### src/rtl/controlador_registrador7b_if.sv
// Purpose : bundles the control handshake between the user-control FSM and the
//           shift-register sequencer (requests in, register control lines and status out).
// Ports   : iniciar/pausar/cancelar (requests), ch1/ch0/sinal (register cell control),
//           ocupado/concluido/contagem (status). master = requester side, slave = sequencer.
interface controlador_registrador7b_if #(
  parameter int CW = 3
);
  logic          iniciar;
  logic          pausar;
  logic          cancelar;
  logic          ch1;
  logic          ch0;
  logic          sinal;
  logic          ocupado;
  logic          concluido;
  logic [CW-1:0] contagem;

  modport master (
    output iniciar, pausar, cancelar,
    input  ch1, ch0, sinal, ocupado, concluido, contagem
  );

  modport slave (
    input  iniciar, pausar, cancelar,
    output ch1, ch0, sinal, ocupado, concluido, contagem
  );
endinterface

### src/rtl/controlador_registrador7b.sv
// Purpose : sequences the 7-bit shift register: one parallel load, then N_BITS shift
//           strobes, one every DIVISOR cycles, with pause/cancel and busy/done status.
// Ports   : clk, reset (async, active-high); bus (slave modport): iniciar, pausar,
//           cancelar in; ch1/ch0 mode select, sinal path enable, ocupado, concluido, contagem out.
//           Outputs are a pure decode of registered state (no input-to-output path).
module controlador_registrador7b #(
  parameter int N_BITS  = 7,
  parameter int DIVISOR = 4,
  parameter int CW      = $clog2(N_BITS + 1)
) (
  input  logic                        clk,
  input  logic                        reset,
  controlador_registrador7b_if.slave  bus
);

  // Prescaler needs at least one bit even when DIVISOR == 1.
  localparam int PW = (DIVISOR > 1) ? $clog2(DIVISOR) : 1;
  localparam logic [PW-1:0] P_LAST = PW'(DIVISOR - 1);
  localparam logic [CW-1:0] C_LAST = CW'(N_BITS - 1);

  typedef enum logic [2:0] {
    OCIOSO,
    CARREGA,
    DESLOCA,
    PAUSADO,
    CONCLUIDO
  } estado_t;

  estado_t       r_estado;
  estado_t       w_prox;
  logic [PW-1:0] r_presc;
  logic [PW-1:0] w_presc_prox;
  logic [CW-1:0] r_cont;
  logic [CW-1:0] w_cont_prox;
  logic          w_strobe;
  logic          w_carga;

  assign w_strobe = (r_estado == DESLOCA) && (r_presc == P_LAST);
  assign w_carga  = (r_estado == CARREGA);

  always_ff @(posedge clk or posedge reset) begin
    if (reset) begin
      r_estado <= OCIOSO;
      r_presc  <= '0;
      r_cont   <= '0;
    end else begin
      r_estado <= w_prox;
      r_presc  <= w_presc_prox;
      r_cont   <= w_cont_prox;
    end
  end

  always_comb begin
    w_prox       = r_estado;
    w_presc_prox = r_presc;
    w_cont_prox  = r_cont;
    case (r_estado)
      OCIOSO: begin
        // cancel wins over a simultaneous start request
        if (bus.iniciar && !bus.cancelar) begin
          w_prox = CARREGA;
        end
      end
      CARREGA: begin
        if (bus.cancelar) begin
          w_prox = OCIOSO;
        end else begin
          w_prox       = DESLOCA;
          w_presc_prox = '0;
          w_cont_prox  = '0;
        end
      end
      DESLOCA: begin
        // A strobe cycle already drove sinal=1, so the register shifted on this
        // edge whatever else happens; count it even when cancelling.
        if (w_strobe) begin
          w_cont_prox = r_cont + CW'(1);
        end
        if (bus.cancelar) begin
          w_prox = OCIOSO;
        end else if (w_strobe && (r_cont == C_LAST)) begin
          w_prox = CONCLUIDO;
        end else begin
          w_presc_prox = (r_presc == P_LAST) ? '0 : r_presc + PW'(1);
          w_prox       = bus.pausar ? PAUSADO : DESLOCA;
        end
      end
      PAUSADO: begin
        if (bus.cancelar) begin
          w_prox = OCIOSO;
        end else if (!bus.pausar) begin
          w_prox = DESLOCA;
        end
      end
      CONCLUIDO: begin
        w_prox = OCIOSO;
      end
      default: begin
        w_prox = OCIOSO;
      end
    endcase
  end

  // Mode 10 = load, 01 = shift, 00 = hold; 11 cannot occur since load and
  // strobe decode from different states.
  assign bus.ch1       = w_carga;
  assign bus.ch0       = w_strobe;
  assign bus.sinal     = w_carga | w_strobe;
  assign bus.ocupado   = (r_estado != OCIOSO);
  assign bus.concluido = (r_estado == CONCLUIDO);
  assign bus.contagem  = r_cont;

endmodule
### src/flat_wrapper.sv
// flat-port wrapper written by rule: the top's interface ports become plain ports
module controlador_registrador7b_flat 
#(
  parameter int N_BITS  = 7,
  parameter int DIVISOR = 4,
  parameter int CW      = $clog2(N_BITS + 1)
)
  (clk, reset, bus_iniciar, bus_pausar, bus_cancelar, bus_ch1, bus_ch0, bus_sinal, bus_ocupado, bus_concluido, bus_contagem);
  controlador_registrador7b_if #(.CW(CW)) bus_i ();
  input  logic clk;
  input  logic reset;
  input wire logic [$bits(bus_i.iniciar)-1:0] bus_iniciar;
  input wire logic [$bits(bus_i.pausar)-1:0] bus_pausar;
  input wire logic [$bits(bus_i.cancelar)-1:0] bus_cancelar;
  output wire logic [$bits(bus_i.ch1)-1:0] bus_ch1;
  output wire logic [$bits(bus_i.ch0)-1:0] bus_ch0;
  output wire logic [$bits(bus_i.sinal)-1:0] bus_sinal;
  output wire logic [$bits(bus_i.ocupado)-1:0] bus_ocupado;
  output wire logic [$bits(bus_i.concluido)-1:0] bus_concluido;
  output wire logic [$bits(bus_i.contagem)-1:0] bus_contagem;
  assign bus_i.iniciar = bus_iniciar;
  assign bus_i.pausar = bus_pausar;
  assign bus_i.cancelar = bus_cancelar;
  assign bus_ch1 = bus_i.ch1;
  assign bus_ch0 = bus_i.ch0;
  assign bus_sinal = bus_i.sinal;
  assign bus_ocupado = bus_i.ocupado;
  assign bus_concluido = bus_i.concluido;
  assign bus_contagem = bus_i.contagem;
  controlador_registrador7b #(.N_BITS(N_BITS), .DIVISOR(DIVISOR), .CW(CW)) u_core (.clk(clk), .reset(reset), .bus(bus_i));
endmodule
### config.mk
export PLATFORM = sky130hd
export DESIGN_NAME = controlador_registrador7b_flat
export DESIGN_NICKNAME = d
export VERILOG_FILES = /design/src/rtl/controlador_registrador7b_if.sv /design/src/rtl/controlador_registrador7b.sv /design/src/flat_wrapper.sv
export SDC_FILE = /design/constraint.sdc
export NUM_CORES = 1
export LEC_CHECK = 0
export ABC_CLOCK_PERIOD_IN_PS = 2500
export BUFFER_PORTS_ARGS = -buffer_cell sky130_fd_sc_hd__buf_4
export CAP_MARGIN = 40
export CORE_AREA = 2 2 39 41
export DETAILED_ROUTE_END_ITERATION = 8
export DIE_AREA = 0 0 41 43
export SLEW_MARGIN = 20
export SYNTH_ARGS = -nofsm -noshare
export SYNTH_HDL_FRONTEND = slang
export SYNTH_SLANG_ARGS = --single-unit
export TNS_END_PERCENT = 1
### constraint.sdc
create_clock -name clk -period 2.5 [get_ports clk]
set_input_delay 0.25 -clock clk [delete_from_list [all_inputs] [get_ports clk]]
set_output_delay 0.25 -clock clk [all_outputs]
set_load 0.02 [all_outputs]
==> impl_metrics.py <==
metrics = {
    "outcome": {
        "status": "finished, final reports clean",
    },
    "sta": {
        "rsz0062_at_grt": "no",
        "worst_slew_pin_slew_ns": 0.333,
        "finalClockSkew_ns": 0.00242,
        "hold_viol": 0,
        "timing.final.ws_setup_ns": 0.794,
        "fin_tns_setup_ns": 0,
        "fmax_ghz": 0.586,
        "maxSlewHeadroom": 0.778,
        "period_share": 0.682,
        "setup_viol": 0,
        "report.final.slew_viol_count": 0,
        "final.min_clock_period_ns": 1.71,
    },
    "route": {
        "dr_total_vias": 421,
        "via_per_inst": 5.01,
        "routedWlPerCell_um": 11.6,
        "drt_iter0_markers": 10,
        "dr.pass1.iters": 4,
        "routed_wl_um": 973,
        "drc": 0,
        "ant_nets": 0,
    },
    "clock_tree": {
        "root_buffer": "clkbuf_4",
        "hold_buffers": 1,
        "clock_path_buffers": 2,
        "clk_latency_ns": 0.25,
        "numCtsBuffers": 3,
        "cts.sink_count": 8,
        "cts_tree": "done",
        "postCtsSetupRepairBufs": 0,
        "cts.reportedPaths.clkPinSlew_ns": 0.06,
        "cts_htree_levels": 1,
        "cts.repair.resized": 0,
    },
    "yosys": {
        "synth_async_sr_flop_share": 1.00,
        "ys_seq_area_frac": 0.416,
        "synth_area_leaders": "dfrtp_1 (42%), ha_1 (7.8%), inv_1 (6.2%)",
        "synth-seq-cells": 8,
        "syn_nets": 60,
        "synthFlopType": "dfrtp_1",
        "ys_warn_count": 0,
        "ys_types": 24,
        "synth_edf_count": 0,
        "synthCells": 52,
        "synth_top_cell_area_share": 0.416,
        "syn_area_sq_um": 482,
        "syn_area_per_cell_sq_um": 9.26,
        "synth.largest_area_cell": "dfrtp_1",
    },
    "worst_setup_path": {
        "crit_chain": "nor3b_1 > nand2_1 > nand2_1 > buf_4",
        "start_kind": "register",
        "cpMostUsedCell": "nand2_1",
        "r2r_setup_slack_ns": 1.15,
        "endpoint_kind": "primary output",
        "regToRegEndpoint": "u_core.r_estado[0]",
        "path_class": "reg2out",
        "crit_fanout": 9,
        "crit_start": "u_core.r_estado[0]",
        "arrival_ns": 1.46,
        "reg2regPathDepth": 4,
        "r2r_start": "u_core.r_presc[0]",
        "crit_path_max_incr_delay_ns": 0.45,
        "cp.required_ns": 2.25,
        "critPathSlowestCell": "dfrtp_1",
    },
    "min_path": {
        "worstHoldPathCells": 2,
        "whs_endpoint": "u_core.r_estado[2]",
        "worstHoldStart": "bus_cancelar",
        "holdCritPathClass": "in2reg",
    },
    "global_routing": {
        "antenna_found_initial": 0,
        "overflow": 0,
        "grt_max_degree": 10,
        "grt_usage": 0.143,
        "grt_pass1_vias": 383,
        "grt_pass1_wl_um": 1710,
    },
    "die": {
        "core_area_sq_um": 1380,
        "row_count": 14,
        "start_util": 0.348,
        "ios": 13,
        "die-width_um": 41,
        "die-area_sq_um": 1760,
        "die_h_um": 43,
    },
    "place": {
        "pre_cts_ws_ns": 1.07,
        "dp_hpwl_um": 714,
        "place.gp.congestion": 0.766,
        "portBuffers": 12,
    },
    "final_layout": {
        "layout-area-overhead-vs-synth_pct": 29.6,
        "fin_nets": 78,
        "layout-drive-gt1-share": 0.279,
        "diodes": 0,
    },
    "power": {
        "ir_drop_v": 0.000376,
        "power_leakage_nw": 0.323,
        "total_power_mw": 0.488,
        "p_per_area_nw_per_um2": 782,
    },
    "flow_run": {
        "cap_violations": 0,
    },
}
[layout make-up]
type / instances / area, sq um
Fill cell: 150 / 759
Multi-Input combinational cell: 36 / 251
Sequential cell: 8 / 200
Timing Repair Buffer: 13 / 100
Inverter: 8 / 30.0
Clock buffer: 3 / 22.5
Tap cell: 16 / 20.0
[state kept, by name (all words and copies together) (netlist names)]
name                 cells
u_core.r_presc           2
u_core.bus.contagem      3
u_core.r_estado          3
[per-stage QoR]
| stage | std cells | area [sq um] | utilization | hold WS, ns |
|---|---|---|---|---|
| floorplan | 52 | 482 | - | 0.0657 |
| global placement | 80 | 592 | 0.428 | 0.231 |
| detailed placement | 80 | 592 | 0.428 | 0.228 |
| CTS | 84 | 624 | 0.451 | 0.211 |
| global route | 84 | 624 | 0.451 | 0.218 |
| finish | 84 | 624 | 0.451 | 0.216 |
[worst max-delay path: cells and delay by family (launching register included)]
| family | cells | cell delay (ns) |
|---|---|---|
| buffers and inverters | 1 | 0.14 |
| flip-flops | 1 | 0.45 |
| AND/OR/NAND/NOR | 3 | 0.62 |
[logic make-up (layout without fill, tap and decap cells)]
group	Yosys count	after routing	synth area share
AO/OA/AOI/OAI	12	12	0.166
buffers and inverters	8	24	0.0623
flip-flops	8	8	0.416
multiplexers	1	1	0.0208
adder cells (fa/ha/maj)	3	3	0.0779
AND/OR/NAND/NOR	20	20	0.257
[cell usage after synthesis (all sizes together), types with 2 or more instances]
| library cell | instances |
|---|---|
| o22ai | 3 |
| nand3 | 2 |
| ha | 3 |
| a21oi | 3 |
| nor3 | 3 |
| or3b | 3 |
| inv | 8 |
| dfrtp | 8 |
| o21ai | 3 |
| nand2 | 4 |
[how the worst max path moves through the flow]
stage                         endpoint  slack, ns  depth (start not counted)
floorplan           u_core.r_estado[0]       1.21                          5
global placement             bus_sinal       1.08                          4
detailed placement           bus_sinal       1.07                          4
CTS                          bus_sinal       0.79                          4
global route                 bus_sinal       0.57                          4
finish                       bus_sinal       0.79                          4
[report_power, final]
group	switching (mW)	total, mW	internal (mW)
Clock	0.0456	0.101	0.0551
Combinational	0.0938	0.181	0.0869
Sequential	0.0420	0.207	0.165
Total	0.181	0.488	0.307
[cells in the final DEF (no fill, tap or decap)]
master	instances
inv_1	8
nand3b_1	1
o211ai_1	1
or3_2	1
nor3_1	3
a211oi_1	1
o22ai_1	3
a41oi_1	1
and2b_1	1
or3b_4	1
and2_1	1
nor2b_1	1
o21ai_0	3
buf_4	12
dlygate4sd3_1	1
nand2_1	4
a21oi_1	1
mux2i_1	1
and3b_1	1
nor2_1	1
or3b_1	2
ha_1	3
dfrtp_1	8
nor3b_1	1
clkbuf_4	3
nand3_1	2
a21oi_2	2
[routing by layer]
metal | up-vias | track usage | share of wire
met5 | - | 0 | 0
met4 | 0 | 0.0600 | 0
met3 | 0 | 0.0314 | 0.064
met2 | 12 | 0.194 | 0.44
met1 | 193 | 0.214 | 0.50
li1 | 216 | - | -
Power figures use the tool's default switching activity.
